**src/rtl/uart_rx_frame_ctrl_if.sv**
```systemverilog
// Byte-receiver handshake, payload output stream and status bundle for uart_rx_frame_ctrl.
interface uart_rx_frame_ctrl_if;
    logic [7:0]  rx_data;
    logic        rx_data_valid;
    logic        rx_data_ready;
    logic        out_valid;
    logic        out_ready;
    logic [7:0]  out_data;
    logic        out_last;
    logic [7:0]  out_cmd;
    logic [7:0]  out_len;
    logic        err_chk;
    logic        err_len;
    logic        err_timeout;
    logic [15:0] frame_cnt;

    // Environment side: feeds bytes in, consumes payload beats.
    modport master (
        output rx_data, rx_data_valid, out_ready,
        input  rx_data_ready, out_valid, out_data, out_last, out_cmd, out_len,
               err_chk, err_len, err_timeout, frame_cnt
    );

    // Controller side.
    modport slave (
        input  rx_data, rx_data_valid, out_ready,
        output rx_data_ready, out_valid, out_data, out_last, out_cmd, out_len,
               err_chk, err_len, err_timeout, frame_cnt
    );
endinterface

```
**src/rtl/uart_rx_frame_ctrl.sv**
```systemverilog
// Frame parser behind a UART byte receiver: SOF, CMD, LEN, PAYLOAD[LEN], CHK.
// Good frames are buffered and replayed as a valid/ready stream; bad frames pulse an error.
module uart_rx_frame_ctrl #(
    parameter logic [7:0] SOF_BYTE    = 8'hA5,
    parameter int          MAX_LEN     = 16,
    parameter int          TIMEOUT_CYC = 20000
) (
    input logic                   clk,
    input logic                   rst,
    uart_rx_frame_ctrl_if.slave   bus
);
    localparam int          IDXW     = (MAX_LEN < 2) ? 1 : $clog2(MAX_LEN);
    localparam logic [15:0] TMO_LAST = 16'(TIMEOUT_CYC - 1);
    localparam logic [7:0]  MAX_LEN8 = 8'(MAX_LEN);

    typedef enum logic [2:0] {S_IDLE, S_CMD, S_LEN, S_PLD, S_CHK, S_OUT} state_t;

    state_t          r_state;
    logic [7:0]      r_buf [MAX_LEN];
    logic [IDXW-1:0] r_idx;
    logic [IDXW-1:0] r_rd;
    logic [7:0]      r_cmd;
    logic [7:0]      r_len;
    logic [7:0]      r_chk;
    logic [15:0]     r_tmo;
    logic            r_rx_ready;
    logic            r_out_valid;
    logic [7:0]      r_out_data;
    logic            r_out_last;
    logic [7:0]      r_out_cmd;
    logic [7:0]      r_out_len;
    logic            r_err_chk;
    logic            r_err_len;
    logic            r_err_tmo;
    logic [15:0]     r_frame_cnt;

    logic            w_acc;
    logic [IDXW-1:0] w_rd_nxt;
    logic [7:0]      w_chk_nxt;

    assign w_acc     = bus.rx_data_valid & r_rx_ready;
    assign w_rd_nxt  = r_rd + IDXW'(1);
    assign w_chk_nxt = r_chk ^ bus.rx_data;

    assign bus.rx_data_ready = r_rx_ready;
    assign bus.out_valid     = r_out_valid;
    assign bus.out_data      = r_out_data;
    assign bus.out_last      = r_out_last;
    assign bus.out_cmd       = r_out_cmd;
    assign bus.out_len       = r_out_len;
    assign bus.err_chk       = r_err_chk;
    assign bus.err_len       = r_err_len;
    assign bus.err_timeout   = r_err_tmo;
    assign bus.frame_cnt     = r_frame_cnt;

    // Payload buffer write; contents need no reset since only a checked frame is replayed.
    always_ff @(posedge clk) begin
        if (r_state == S_PLD && w_acc) r_buf[r_idx] <= bus.rx_data;
    end

    // Frame FSM: parse, checksum, timeout, and drain of the buffered payload.
    always_ff @(posedge clk) begin
        if (rst) begin
            r_state     <= S_IDLE;
            r_idx       <= '0;
            r_rd        <= '0;
            r_cmd       <= '0;
            r_len       <= '0;
            r_chk       <= '0;
            r_tmo       <= '0;
            r_rx_ready  <= 1'b1;
            r_out_valid <= 1'b0;
            r_out_data  <= '0;
            r_out_last  <= 1'b0;
            r_out_cmd   <= '0;
            r_out_len   <= '0;
            r_err_chk   <= 1'b0;
            r_err_len   <= 1'b0;
            r_err_tmo   <= 1'b0;
            r_frame_cnt <= '0;
        end else begin
            r_err_chk <= 1'b0;
            r_err_len <= 1'b0;
            r_err_tmo <= 1'b0;
            case (r_state)
                S_IDLE: begin
                    r_tmo <= '0;
                    if (w_acc && bus.rx_data == SOF_BYTE) r_state <= S_CMD;
                end
                S_OUT: begin
                    r_tmo <= '0;
                    if (r_out_valid && bus.out_ready) begin
                        if (r_out_last) begin
                            r_out_valid <= 1'b0;
                            r_out_last  <= 1'b0;
                            r_out_data  <= '0;
                            r_out_cmd   <= '0;
                            r_out_len   <= '0;
                            r_frame_cnt <= r_frame_cnt + 16'd1;
                            r_rx_ready  <= 1'b1;
                            r_state     <= S_IDLE;
                        end else begin
                            r_rd       <= w_rd_nxt;
                            r_out_data <= r_buf[w_rd_nxt];
                            r_out_last <= (8'(w_rd_nxt) == r_out_len - 8'd1);
                        end
                    end
                end
                default: begin
                    // In-frame states: an accepted byte beats a timeout in the same cycle.
                    if (w_acc) begin
                        r_tmo <= '0;
                        if (r_state == S_CMD) begin
                            r_cmd   <= bus.rx_data;
                            r_chk   <= bus.rx_data;
                            r_state <= S_LEN;
                        end else if (r_state == S_LEN) begin
                            r_len <= bus.rx_data;
                            r_chk <= w_chk_nxt;
                            r_idx <= '0;
                            if (bus.rx_data > MAX_LEN8) begin
                                r_err_len <= 1'b1;
                                r_state   <= S_IDLE;
                            end else if (bus.rx_data == 8'd0) begin
                                r_state <= S_CHK;
                            end else begin
                                r_state <= S_PLD;
                            end
                        end else if (r_state == S_PLD) begin
                            r_chk <= w_chk_nxt;
                            r_idx <= r_idx + IDXW'(1);
                            if (8'(r_idx) == r_len - 8'd1) r_state <= S_CHK;
                        end else begin
                            if (bus.rx_data == r_chk) begin
                                r_state     <= S_OUT;
                                r_rx_ready  <= 1'b0;
                                r_rd        <= '0;
                                r_out_valid <= 1'b1;
                                r_out_cmd   <= r_cmd;
                                r_out_len   <= r_len;
                                r_out_data  <= (r_len == 8'd0) ? 8'h00 : r_buf[0];
                                r_out_last  <= (r_len <= 8'd1);
                            end else begin
                                r_err_chk <= 1'b1;
                                r_state   <= S_IDLE;
                            end
                        end
                    end else if (r_tmo == TMO_LAST) begin
                        r_tmo     <= '0;
                        r_err_tmo <= 1'b1;
                        r_state   <= S_IDLE;
                    end else begin
                        r_tmo <= r_tmo + 16'd1;
                    end
                end
            endcase
        end
    end
endmodule

```
**src/flat_wrapper.sv**
```systemverilog
// flat-port wrapper written by rule: the top's interface ports become plain ports
module uart_rx_frame_ctrl_flat 
#(
    parameter logic [7:0] SOF_BYTE    = 8'hA5,
    parameter int          MAX_LEN     = 16,
    parameter int          TIMEOUT_CYC = 20000
)
  (clk, rst, bus_rx_data, bus_rx_data_valid, bus_out_ready, bus_rx_data_ready, bus_out_valid, bus_out_data, bus_out_last, bus_out_cmd, bus_out_len, bus_err_chk, bus_err_len, bus_err_timeout, bus_frame_cnt);
  uart_rx_frame_ctrl_if bus_i ();
  input logic clk;
  input logic rst;
  input wire logic [$bits(bus_i.rx_data)-1:0] bus_rx_data;
  input wire logic [$bits(bus_i.rx_data_valid)-1:0] bus_rx_data_valid;
  input wire logic [$bits(bus_i.out_ready)-1:0] bus_out_ready;
  output wire logic [$bits(bus_i.rx_data_ready)-1:0] bus_rx_data_ready;
  output wire logic [$bits(bus_i.out_valid)-1:0] bus_out_valid;
  output wire logic [$bits(bus_i.out_data)-1:0] bus_out_data;
  output wire logic [$bits(bus_i.out_last)-1:0] bus_out_last;
  output wire logic [$bits(bus_i.out_cmd)-1:0] bus_out_cmd;
  output wire logic [$bits(bus_i.out_len)-1:0] bus_out_len;
  output wire logic [$bits(bus_i.err_chk)-1:0] bus_err_chk;
  output wire logic [$bits(bus_i.err_len)-1:0] bus_err_len;
  output wire logic [$bits(bus_i.err_timeout)-1:0] bus_err_timeout;
  output wire logic [$bits(bus_i.frame_cnt)-1:0] bus_frame_cnt;
  assign bus_i.rx_data = bus_rx_data;
  assign bus_i.rx_data_valid = bus_rx_data_valid;
  assign bus_i.out_ready = bus_out_ready;
  assign bus_rx_data_ready = bus_i.rx_data_ready;
  assign bus_out_valid = bus_i.out_valid;
  assign bus_out_data = bus_i.out_data;
  assign bus_out_last = bus_i.out_last;
  assign bus_out_cmd = bus_i.out_cmd;
  assign bus_out_len = bus_i.out_len;
  assign bus_err_chk = bus_i.err_chk;
  assign bus_err_len = bus_i.err_len;
  assign bus_err_timeout = bus_i.err_timeout;
  assign bus_frame_cnt = bus_i.frame_cnt;
  uart_rx_frame_ctrl #(.SOF_BYTE(SOF_BYTE), .MAX_LEN(MAX_LEN), .TIMEOUT_CYC(TIMEOUT_CYC)) u_core (.clk(clk), .rst(rst), .bus(bus_i));
endmodule
```
**config.mk**
```make
export PLATFORM = sky130hd
export DESIGN_NAME = uart_rx_frame_ctrl_flat
export DESIGN_NICKNAME = d
export VERILOG_FILES = /design/src/rtl/uart_rx_frame_ctrl_if.sv /design/src/rtl/uart_rx_frame_ctrl.sv /design/src/flat_wrapper.sv
export SDC_FILE = /design/constraint.sdc
export NUM_CORES = 1
export LEC_CHECK = 0
export BUFFER_PORTS_ARGS = -buffer_cell sky130_fd_sc_hd__buf_4
export CORE_ASPECT_RATIO = 0.5
export CORE_MARGIN = 8
export CORE_UTILIZATION = 30
export DETAILED_ROUTE_END_ITERATION = 16
export HOLD_SLACK_MARGIN = 0.15
export PLACE_DENSITY_LB_ADDON = 0.25
export SLEW_MARGIN = 5
export SYNTH_ARGS = -nofsm -noshare
export SYNTH_HDL_FRONTEND = slang
export SYNTH_SLANG_ARGS = --single-unit
```
**constraint.sdc**
```tcl
create_clock -name clk -period 2.71 [get_ports clk]
set_clock_uncertainty 0.05 [all_clocks]
set_input_delay 0.542 -clock clk [delete_from_list [all_inputs] [get_ports clk]]
set_output_delay 0.542 -clock clk [all_outputs]
set_load 0.02 [all_outputs]
```
* After elaboration in Yosys (flattened, before gate mapping)
Memories as Yosys holds them, arrays and structs flattened.
Index checks and enable logic that the tools add are counted.
** Storage, ports and cells
- Bits in registers :: 97
- Latch bits :: 0
- Memory bits (writable) :: 128
- Bits in read-only memories :: 0
- Bits of input ports :: 12
- Output and inout port bits :: 46
- Logic and storage cells :: 153
- Memories :: 1
** Operators by class
- $add $sub $neg :: 6
- $mul :: 0
- Divide/modulo/power cells :: 0
- $lt $le $gt $ge :: 2
- Equal/unequal tests :: 17
- Shift-type cells :: 0
- Mux-type cells :: 78
- Bitwise gates (word level) :: 7
- Reductions and logical operators :: 25
** Memory list
- u_core.r_buf :: words 16, bits a word 8, rd ports 2, clocked after Yosys merged registers in 0, wr ports 1, line uart_rx_frame_ctrl.sv:19 : logic [7:0] r_buf [MAX_LEN];
** Operator list (count)
- $mux 8 :: 23
- $pmux 8 s2 :: 3
- $mux 3 :: 12
- $mux 4 :: 9
- $add 16x1->16 const B :: 2
- $mux 1 :: 26
- $eq 16x15->1 const B :: 1
- $eq 4x8->1 :: 2
- $logic_not 8->1 :: 2
- $reduce_and 8->1 :: 2
- $sub 8x1->8 const B :: 2
- $reduce_and 3->1 :: 3
- $add 4x1->4 const B :: 2
- $eq 8x8->1 :: 1
- $eq 8x8->1 const B :: 1
- $gt 8x5->1 const B :: 1
- $le 8x1->1 const B :: 1
- $ne 2x2->1 const B :: 4
- $pmux 4 s2 :: 1
- $reduce_and 4->1 :: 2
- $xor 8x8->8 :: 1
- $ne 7x7->1 const B :: 1
- $reduce_and 7->1 :: 1
- $reduce_or 7->1 :: 1
- 18 further kinds :: 31

* Longest topological paths before layout
- Depth in word-level cells :: 8
- Gate-level depth with buffers :: 8
- Mapped depth without buffers :: 7

* Least setup slack after synthesis
Ideal clock, no wire load.
- Path type :: in2reg
- Start point :: input port bus_rx_data_valid
- End point :: memory u_core.r_buf[1][0] (enable)
- Setup time :: 0.383 ns
- Data arrival time :: 1.932 ns
- Required time :: 2.277 ns
- Setup slack :: 0.345 ns
- Cell stages on the path :: 6
- Buffers on the path :: 2
- Cell sequence :: and4b_1 clkbuf_1 and2_0 clkbuf_1 nand2_1 nor3_1
** Between the ends
- Longest elaborated chain between the ends :: 4
** Ends and longest elaborated chain
- from (decl) :: line flat_wrapper.sv:13 : input wire logic [$bits(bus_i.rx_data_valid)-1:0] bus_rx_data_valid;
- $and 1x1->1 :: line uart_rx_frame_ctrl.sv:41 : assign w_acc = bus.rx_data_valid & r_rx_ready;
- $logic_and 1x1->1 :: line uart_rx_frame_ctrl.sv:58 : if (r_state == S_PLD && w_acc) r_buf[r_idx] <= bus.rx_data;
- $mux 1 :: line uart_rx_frame_ctrl.sv:58
- $mux 1 (not written as such) :: line uart_rx_frame_ctrl.sv:58
- to (decl) :: line uart_rx_frame_ctrl.sv:19
No other way between the ends.

* Final worst setup path
- Start point :: register u_core.r_rd[0]
- End point :: register u_core.r_out_last (netlist: u_core.bus.out_last)
** Between the ends
- Longest elaborated chain between the ends :: 5
** Ends and longest elaborated chain
- from (decl) :: line uart_rx_frame_ctrl.sv:21 : logic [IDXW-1:0] r_rd;
- from (signal assigned) :: line uart_rx_frame_ctrl.sv:103 : r_rd <= w_rd_nxt;
- $add 4x1->4 :: line uart_rx_frame_ctrl.sv:42 : assign w_rd_nxt = r_rd + IDXW'(1);
- $eq 4x8->1 :: line uart_rx_frame_ctrl.sv:105 : r_out_last <= (8'(w_rd_nxt) == r_out_len - 8'd1);
- $mux 1 :: line uart_rx_frame_ctrl.sv:93 : if (r_out_last) begin
- $mux 1 :: line uart_rx_frame_ctrl.sv:92 : if (r_out_valid && bus.out_ready) begin
- $pmux 1 s2 :: line uart_rx_frame_ctrl.sv:85 : case (r_state)
- to (signal assigned) :: line uart_rx_frame_ctrl.sv:105
- to (signal assigned) :: line uart_rx_frame_ctrl.sv:142 : r_out_last <= (r_len <= 8'd1);
- to (decl) :: line uart_rx_frame_ctrl.sv:29 : logic r_out_last;
No other way between the ends. The select of a mux whose other input is x is not followed.
A chain may end at the register's enable or synchronous reset.

==> results.json <==
{
  "vias": 6654,
  "avgSynthCellArea_um2": 12.51,
  "synth_xor_xnor_area_share_pct": 4.830,
  "synthAdderAreaFrac_pct": 1.274,
  "yosysTopAreaCell": "edfxtp_1",
  "synth_cells": 785,
  "io_buffers": 57,
  "pwr_density_cell_nw_per_um2": 597.2,
  "diodes": 0,
  "synthTopCellsByArea": "edfxtp_1, dfxtp_1, mux4_2, nor2_1, xor2_1",
  "clk_latency_ns": 0.53,
  "r2r_start": "u_core.r_rd[0]$_SDFFE_PP0P_",
  "hold_viol_final": 0,
  "cts_buffers": 23,
  "drt-total-wl_um": 26170,
  "synth_edf_count": 128,
  "synthDistinctLibCells": 65,
  "worstMarginPinSlew_ns": 1.109,
  "peakVddDrop_mv": 0.3679,
  "antenna_found_initial": 0,
  "synthMuxAreaShare_pct": 10.44,
  "critPathMaxFanout": 21,
  "post-route-period-util_pct": 84.29,
  "worstReg2RegEnd": "u_core.bus.out_last$_SDFFE_PP0P_",
  "start_util_pct": 30.74,
  "std_cell_rows": 46,
  "synth-main-ff-cell": "edfxtp_1",
  "grt_pass1_wl_um": 40420,
  "clk_pin_slew_worst_paths_ns": 0.06,
  "tns_ns": 0,
  "grt_overflow_total": 0,
  "max_slew_margin_pct": 25.75,
  "syn2layout_area_growth_pct": 19.03,
  "drv_slew": 0,
  "seq_area_um2": 5787,
  "routedWlPerCell_um": 19.91,
  "max_freq_ghz": 0.4378,
  "final_antenna_net_count": 0,
  "drv_cap": 0,
  "crit_path_end": "u_core.bus.out_last$_SDFFE_PP0P_",
  "dieHeight_um": 143.9,
  "dieArea_um2": 39120,
  "syn_area_um2": 9818,
  "core_area_um2": 31940,
  "worstPathRequired_ns": 3.10,
  "cts_max_level": 1,
  "ctsHoldBuffers": 0,
  "drive_gt1_share_pct": 20.63,
  "ys_warn_count": 0,
  "setup_violations": 0,
  "finalCriticalPeriod_ns": 2.284,
  "cts_setup_buffers": 0,
  "holdCritStartpoint": "bus_rx_data[2]",
  "crit_type": "register to register",
  "grt_pass1_vias": 6716,
  "synth_top_area_share_pct": 39.15,
  "end_kind": "register",
  "gp_congestion": 0.8249,
  "die_x_um": 271.8,
  "dr.pass1.iters": 5,
  "synthArstFlopShare_pct": 0,
  "synth_top_family_by_area": "simple AND/OR/NAND/NOR gates",
  "r2r_cells": 7,
  "n_fill_cell": 3061,
  "pin_count": 58,
  "grt_max_degree": 57,
  "layout.nets": 887,
  "cp-start-kind": "register",
  "drt-initial-drc-count": 493,
  "synth-compound-area-share_pct": 8.487,
  "numClockSinks": 225,
  "synth_common_cells": "edfxtp_1, dfxtp_1, nor2_1",
  "rrSetupSlack_ns": 0.43,
  "cts_tree": "built",
  "yosysMostFrequentCell": "edfxtp_1",
  "yosysSeqAreaShare_pct": 58.93,
  "p_total_mw": 6.979,
  "via_per_inst": 5.064,
  "outcome": "finished clean",
  "dp_hpwl_um": 17310,
  "ctsResizeCount": 0,
  "grt_usage_pct": 13.26,
  "cts_root_buf": "clkbuf_16",
  "cp-startpoint": "u_core.r_rd[0]$_SDFFE_PP0P_",
  "p_leak_nw": 3.811,
  "cts_buffer_depth": 3,
  "synth.ff_latch_count": 225,
  "multi_input_area_um2": 3736,
  "rsz0062_at_grt": "false",
  "synthSimpleGateAreaFrac_pct": 13.02,
  "worstPathArrival_ns": 2.67,
  "syn_nets": 807,
  "drc": 0,
  "min_path_type": "input port to register"
}
-- worst max-delay path, cell delays in order, from the launching register on --
cell and delay [ns]:
dfxtp_2 0.34, ha_1 0.41, buf_12 0.21, xnor2_1 0.13
or4_4 0.42, a211oi_2 0.20, nand4_1 0.15, a311oi_1 0.27
-- sequential cells by signal, summed over array words and instances, names as in the netlist, 4 cells and up --
signal and flops:
u_core.r_cmd 8, u_core.bus.frame_cnt 16, u_core.bus.out_len 8, u_core.r_len 8, u_core.r_chk 8, u_core.r_rd 4, u_core.bus.out_data 8, u_core.bus.out_cmd 8
u_core.r_tmo 16, u_core.r_buf 128, u_core.r_idx 4
-- where the power goes --
group          total (mW)  internal [mW]  switching, mW
Combinational       0.124         0.0295         0.0944
Clock                3.25           1.89           1.36
Sequential           3.60           3.60       0.000473
Total                6.98           5.53           1.45
-- layout by cell type, fill, tap and decap left out, drive strengths merged, types with 13 or more instances in the layout --
cell      n
a21oi    35
buf     103
clkbuf   27
dfxtp    97
edfxtp  128
inv      13
mux2i    18
mux4     32
nand2    40
nand3    20
nand4    25
nor2     82
nor3     20
o21ai    49
xnor2    22
xor2     30
-- metal layers --
| metal | GRT usage (%) | part of all wire, % |
|---|---|---|
| met4 | 2.819 | 1.5 |
| met5 | 0 | 0 |
| met2 | 23.47 | 49 |
| met3 | 2.206 | 4.8 |
| met1 | 17.00 | 45 |
-- worst min path at each step --
| stage | endpoint | slack [ns] | cells after the start |
|---|---|---|---|
| CTS | u_core.r_chk[2]$_SDFFE_PP0P_ | 0.28 | 3 |
| detailed placement | u_core.r_tmo[0]$_SDFF_PP0_ | 0.41 | 1 |
| floorplan | u_core.r_tmo[0]$_SDFF_PP0_ | 0.38 | 1 |
| finish | u_core.r_chk[2]$_SDFFE_PP0P_ | 0.29 | 3 |
| global route | u_core.r_len[7]$_SDFFE_PP0P_ | 0.30 | 3 |
| global placement | u_core.r_tmo[0]$_SDFF_PP0_ | 0.40 | 1 |
-- per-stage QoR --
stage	std cells	hold WS (ns)	instance area [um2]	setup slack (ns)	utilization, %
after global placement	1272	0.3962	10920	0.3652	34.17
final	1314	0.2888	11690	0.4257	36.58
after floorplan	785	0.3799	9818	0.3450	-
after detailed placement	1272	0.4057	10920	0.3793	34.17
after CTS	1314	0.2776	11690	0.3915	36.58
after global routing	1314	0.3040	11690	0.3141	36.58
-- final cells by class --
class | count | share of cell area, %
timing repair buffer | 103 | 6.938
tap | 432 | 4.625
inverter | 11 | 0.3533
multi-input combinational | 501 | 31.97
clock inverter | 15 | 1.456
clock buffer | 27 | 5.139
sequential | 225 | 49.52
-- logic make-up after synthesis --
family | Yosys count
fa+ha+maj | 10
xor+xnor | 52
compound gates | 133
buf+inv | 59
simple gates | 248
flops | 225
mux | 58
Power figures use the tool's default switching activity.
